[src/rtl/decoder_pkg.sv]
// Shared constants and one-hot helpers for the 3-to-8 decoder slice.
package decoder_pkg;

  localparam int SEL_W = 3;
  localparam int OUT_W = 8;

  // One-hot decode of a binary index, gated by an enable.
  function automatic logic [OUT_W-1:0] onehot_dec(input logic [SEL_W-1:0] sel,
                                                  input logic             en);
    logic [OUT_W-1:0] v;
    v = '0;
    if (en) begin
      v[sel] = 1'b1;
    end
    return v;
  endfunction

  // True when more than one bit is set (zero and one-hot are both legal).
  function automatic logic multi_hot(input logic [OUT_W-1:0] v);
    return |(v & (v - OUT_W'(1)));
  endfunction

endpackage

[src/rtl/decoder_3to8_if.sv]
// Bus bundle between the decoder and whoever drives/observes it.
interface decoder_3to8_if #(
  parameter int CNT_W = 16
);
  import decoder_pkg::*;

  logic [SEL_W-1:0] select;
  logic             enable;
  logic             clear;
  logic [OUT_W-1:0] out;
  logic [OUT_W-1:0] out_q;
  logic [OUT_W-1:0] hit_mask;
  logic [CNT_W-1:0] en_cnt;
  logic             onehot_err;

  modport master (
    output select, enable, clear,
    input  out, out_q, hit_mask, en_cnt, onehot_err
  );

  modport slave (
    input  select, enable, clear,
    output out, out_q, hit_mask, en_cnt, onehot_err
  );

endinterface

[src/rtl/decoder_3to8_dec_core.sv]
// Purely combinational 3-to-8 decode; no clock or reset involvement.
module dec_core
  import decoder_pkg::*;
(
  input  logic [SEL_W-1:0] select,
  input  logic             enable,
  output logic [OUT_W-1:0] out
);

  // One-hot of select when enabled, all-zero otherwise.
  always_comb begin
    out = '0;
    out = onehot_dec(select, enable);
  end

endmodule

[src/rtl/decoder_3to8.sv]
// 3-to-8 decoder with registered copy, sticky hit mask, saturating
// enable-cycle counter and a one-hot sanity flag.
module decoder_3to8
  import decoder_pkg::*;
#(
  parameter int CNT_W = 16
) (
  input  logic               clk,
  input  logic               rst_n,
  decoder_3to8_if.slave      bus
);

  logic [OUT_W-1:0] dec_p0;
  logic [OUT_W-1:0] out_p1;
  logic [OUT_W-1:0] hit_p1;
  logic [CNT_W-1:0] cnt_p1;
  logic             err_p1;

  function automatic logic [CNT_W-1:0] sat_inc(input logic [CNT_W-1:0] v);
    return (v == {CNT_W{1'b1}}) ? v : v + CNT_W'(1);
  endfunction

  dec_core u_dec_core (
    .select (bus.select),
    .enable (bus.enable),
    .out    (dec_p0)
  );

  // p0 -> p1: capture decode and fold it into the statistics.
  always_ff @(posedge clk) begin
    if (!rst_n) begin
      out_p1 <= '0;
      hit_p1 <= '0;
      cnt_p1 <= '0;
      err_p1 <= 1'b0;
    end else begin
      out_p1 <= dec_p0;
      err_p1 <= multi_hot(dec_p0);
      if (bus.clear) begin
        hit_p1 <= dec_p0;
        cnt_p1 <= {{(CNT_W-1){1'b0}}, bus.enable};
      end else begin
        hit_p1 <= hit_p1 | dec_p0;
        if (bus.enable) begin
          cnt_p1 <= sat_inc(cnt_p1);
        end
      end
    end
  end

  assign bus.out        = dec_p0;
  assign bus.out_q      = out_p1;
  assign bus.hit_mask   = hit_p1;
  assign bus.en_cnt     = cnt_p1;
  assign bus.onehot_err = err_p1;

endmodule

[src/flat_wrapper.sv]
// flat-port wrapper written by rule: the top's interface ports become plain ports
module decoder_3to8_flat import decoder_pkg::*;
#(
  parameter int CNT_W = 16
)
  (clk, rst_n, bus_select, bus_enable, bus_clear, bus_out, bus_out_q, bus_hit_mask, bus_en_cnt, bus_onehot_err);
  decoder_3to8_if #(.CNT_W(CNT_W)) bus_i ();
  input  logic clk;
  input  logic rst_n;
  input wire logic [$bits(bus_i.select)-1:0] bus_select;
  input wire logic [$bits(bus_i.enable)-1:0] bus_enable;
  input wire logic [$bits(bus_i.clear)-1:0] bus_clear;
  output wire logic [$bits(bus_i.out)-1:0] bus_out;
  output wire logic [$bits(bus_i.out_q)-1:0] bus_out_q;
  output wire logic [$bits(bus_i.hit_mask)-1:0] bus_hit_mask;
  output wire logic [$bits(bus_i.en_cnt)-1:0] bus_en_cnt;
  output wire logic [$bits(bus_i.onehot_err)-1:0] bus_onehot_err;
  assign bus_i.select = bus_select;
  assign bus_i.enable = bus_enable;
  assign bus_i.clear = bus_clear;
  assign bus_out = bus_i.out;
  assign bus_out_q = bus_i.out_q;
  assign bus_hit_mask = bus_i.hit_mask;
  assign bus_en_cnt = bus_i.en_cnt;
  assign bus_onehot_err = bus_i.onehot_err;
  decoder_3to8 #(.CNT_W(CNT_W)) u_core (.clk(clk), .rst_n(rst_n), .bus(bus_i));
endmodule
[config.mk]
export PLATFORM = sky130hd
export DESIGN_NAME = decoder_3to8_flat
export DESIGN_NICKNAME = d
export VERILOG_FILES = /design/src/rtl/decoder_pkg.sv /design/src/rtl/decoder_3to8_if.sv /design/src/rtl/decoder_3to8_dec_core.sv /design/src/rtl/decoder_3to8.sv /design/src/flat_wrapper.sv
export SDC_FILE = /design/constraint.sdc
export NUM_CORES = 1
export LEC_CHECK = 0
export CAP_MARGIN = 20
export CORE_MARGIN = 5
export CORE_UTILIZATION = 25
export DETAILED_ROUTE_END_ITERATION = 12
export HOLD_SLACK_MARGIN = 0.06
export SKIP_LAST_GASP = 1
export SLEW_MARGIN = 30
export SYNTH_ARGS = -nofsm -noshare
export SYNTH_HDL_FRONTEND = slang
export SYNTH_HIERARCHICAL = 1
export SYNTH_SLANG_ARGS = --single-unit
[constraint.sdc]
create_clock -name clk -period 3.38 [get_ports clk]
set_clock_uncertainty 0.15 [all_clocks]
set_input_delay 0.507 -clock clk [delete_from_list [all_inputs] [get_ports clk]]
set_output_delay 0.507 -clock clk [all_outputs]
set_load 0.01 [all_outputs]
==> impl_metrics.tcl <==
set metrics [dict create \
    max_freq_mhz 357 \
    grt_max_degree 15 \
    viasPerCell 5.00 \
    synth_edf_count 0 \
    dr.pass1.iters 4 \
    async_flop_share 0 \
    clk_pin_slew_ns 0.06 \
    nFillCells 629 \
    core_sq_um 5890 \
    cts_inserted_buffers 5 \
    wirelength_met1_um 1670 \
    yosys-top-cells-area "dfxtp_1 44%, nand3_1 4.0%, a21o_1 4.0%" \
    ios 48 \
    die-width_um 87.8 \
    multi_input_area_sq_um 806 \
    status "complete, no violations" \
    hold_viol 0 \
    antenna_found_initial 0 \
    avgSynthCellArea_sq_um 9.45 \
    gp_congestion 0.733 \
    cts_root_buffer "clkbuf_8" \
    clock-sinks 33 \
    rows 28 \
    track_usage 0.110 \
    routed_wire_length_per_instance_um 13.3 \
    synthFlopType "dfxtp_1" \
    clockBufferDepth 2 \
    finalCriticalPeriod_ns 2.80 \
    hpwl_um 2860 \
    drive_above_1_share 0.110 \
    tightest_slew_ns 0.433 \
    post-route-period-util 0.829 \
    setup_tns_ns 0 \
    layout_common_cells "47 x clkdlybuf4s50_1, 33 x dfxtp_1, 12 x nand3_1, 11 x nand2_1, 9 x and2_1" \
    yosysWarningCount 6 \
    slew_headroom 0.710 \
    h-tree-depth 2 \
    layout_commonest_cell "clkdlybuf4s50_1" \
    critPathRequiredTime_ns 2.72 \
    io_buffer_count 47 \
    ys_seq_elements 33 \
    maxCapViolCount 0 \
    leakage_nw 0.832 \
    grt_pass1_wl_um 6630 \
    dr.max_layer_used "met4" \
    worst_setup_path_start_kind "primary input" \
    seq_area_frac_synth 0.437 \
    r2r_slack_ns 1.27 \
    syn-num-nets 168 \
    setup_ws_ns 0.577 \
    cts_resized 0 \
    initial_core_util 0.257 \
    r2r-start "u_core/bus.en_cnt[0]" \
    grt_pass1_vias 1412 \
    r2r-end "u_core/bus.en_cnt[0]" \
    die-area_sq_um 7700 \
    hold_end "u_core/bus.hit_mask[0]" \
    overflow 0 \
    drcViolationCount 0 \
    critPathKind "primary input to output pin" \
    hp-start "u_core/bus.hit_mask[0]" \
    irDropWorstVdd_uv 167 \
    syn_inst 160 \
    cts_tree "built" \
    crit_fanout 8 \
    die_h_um 87.8 \
    drtIter0Drc 42 \
    rsz0062_at_grt "no" \
    dp_slack_ns 0.562 \
    hold_path.class "register to register" \
    synth_top_area_frac 0.437 \
    r2r.worst_path.cells 5 \
    dr_total_vias 1421 \
    worstPathArrival_ns 2.15 \
    endpoint_kind "output pin" \
    antenna_left 0 \
    setup_violations 0 \
    met2_length_um 1740 \
    holdBufCountCts 0 \
    met3WireLength_um 309 \
    antenna_cells 0 \
    hold_depth 1 \
    regArea_sq_um 661 \
    synth_area_sq_um 1510 \
    fin_nets 217 \
    synth_top_cell_by_area "dfxtp_1" \
    clock_latency_ns 0.28 \
    finalMaxSlewViolations 0 \
    cts.repair_timing.setup_buffer_count 0 \
    synthDistinctLibCells 43 \
    area_growth_pct 42.3 \
    finalWirelength_um 3780 \
    power_density_nw_per_um2 356 \
]
-- routing by layer --
layer / vias to the layer above / track usage
met1: 669 / 0.130
met2: 42 / 0.174
met5: - / 0
li1: 705 / -
met4: 0 / 0.0418
met3: 5 / 0.0508
-- where the power goes --
group / internal [mW] / switching [mW]
Sequential: 0.395 / 0.00538
Combinational: 0.0337 / 0.0305
Clock: 0.162 / 0.139
-- cell usage after synthesis (3+ instances only) --
library cell	instances
a21o_1	8
a21oi_1	3
a31oi_1	7
and2_1	9
and3_1	4
and4_2	3
clkbuf_1	5
dfxtp_1	33
inv_1	3
mux2i_1	3
nand2_1	11
nand2b_1	6
nand3_1	12
nand4_1	5
nor2_1	6
o21ai_0	7
o221ai_1	3
-- how the worst max path moves through the flow --
stage	start	to	slack (ns)	depth (start not counted)
finish	bus_select[0]	bus_out[0]	0.58	3
global route	bus_select[0]	bus_out[0]	0.49	3
CTS	bus_select[0]	bus_out[0]	0.57	3
detailed placement	bus_select[0]	bus_out[0]	0.56	3
global placement	bus_select[0]	bus_out[0]	0.59	3
floorplan	bus_enable	u_core/bus.en_cnt[15]	1.51	5
-- critical path, cell delays in order --
cell and delay [ns]:
clkdlybuf4s50_1 0.52, nor4b_2 0.50, clkdlybuf4s50_1 0.62
-- stage by stage --
stage               hold WS [ns]  utilization  cells  instance area (sq um)  total power, mW
finish                     0.297        0.365    284                   2150            0.765
detailed placement         0.289        0.351    277                   2060            0.474
global placement           0.285        0.351    277                   2060            0.473
global route               0.334        0.365    284                   2150            0.807
CTS                        0.303        0.365    284                   2150            0.777
floorplan                  0.347            -    160                   1510            0.438
-- logic make-up after synthesis --
group | count (synthesis) | share of synthesized area
simple gates | 72 | 0.310
compound gates | 39 | 0.185
flops | 33 | 0.437
buf+inv | 11 | 0.0315
mux | 4 | 0.0273
fa+ha+maj | 1 | 0.00828
-- cell type report --
cell class | instances | share of cell area
repair buffers | 50 | 0.229
flip-flops and latches | 33 | 0.307
inverters | 3 | 0.00524
multi-input cells | 116 | 0.375
well taps | 75 | 0.0436
clock buffers | 7 | 0.0401
-- flip-flops by register name, summed over array words and instances, names as in the netlist --
name and cells:
u_core/bus.out_q 8, u_core/bus.en_cnt 16, u_core/bus.onehot_err 1, u_core/bus.hit_mask 8
(Power assumes the default switching activity.)
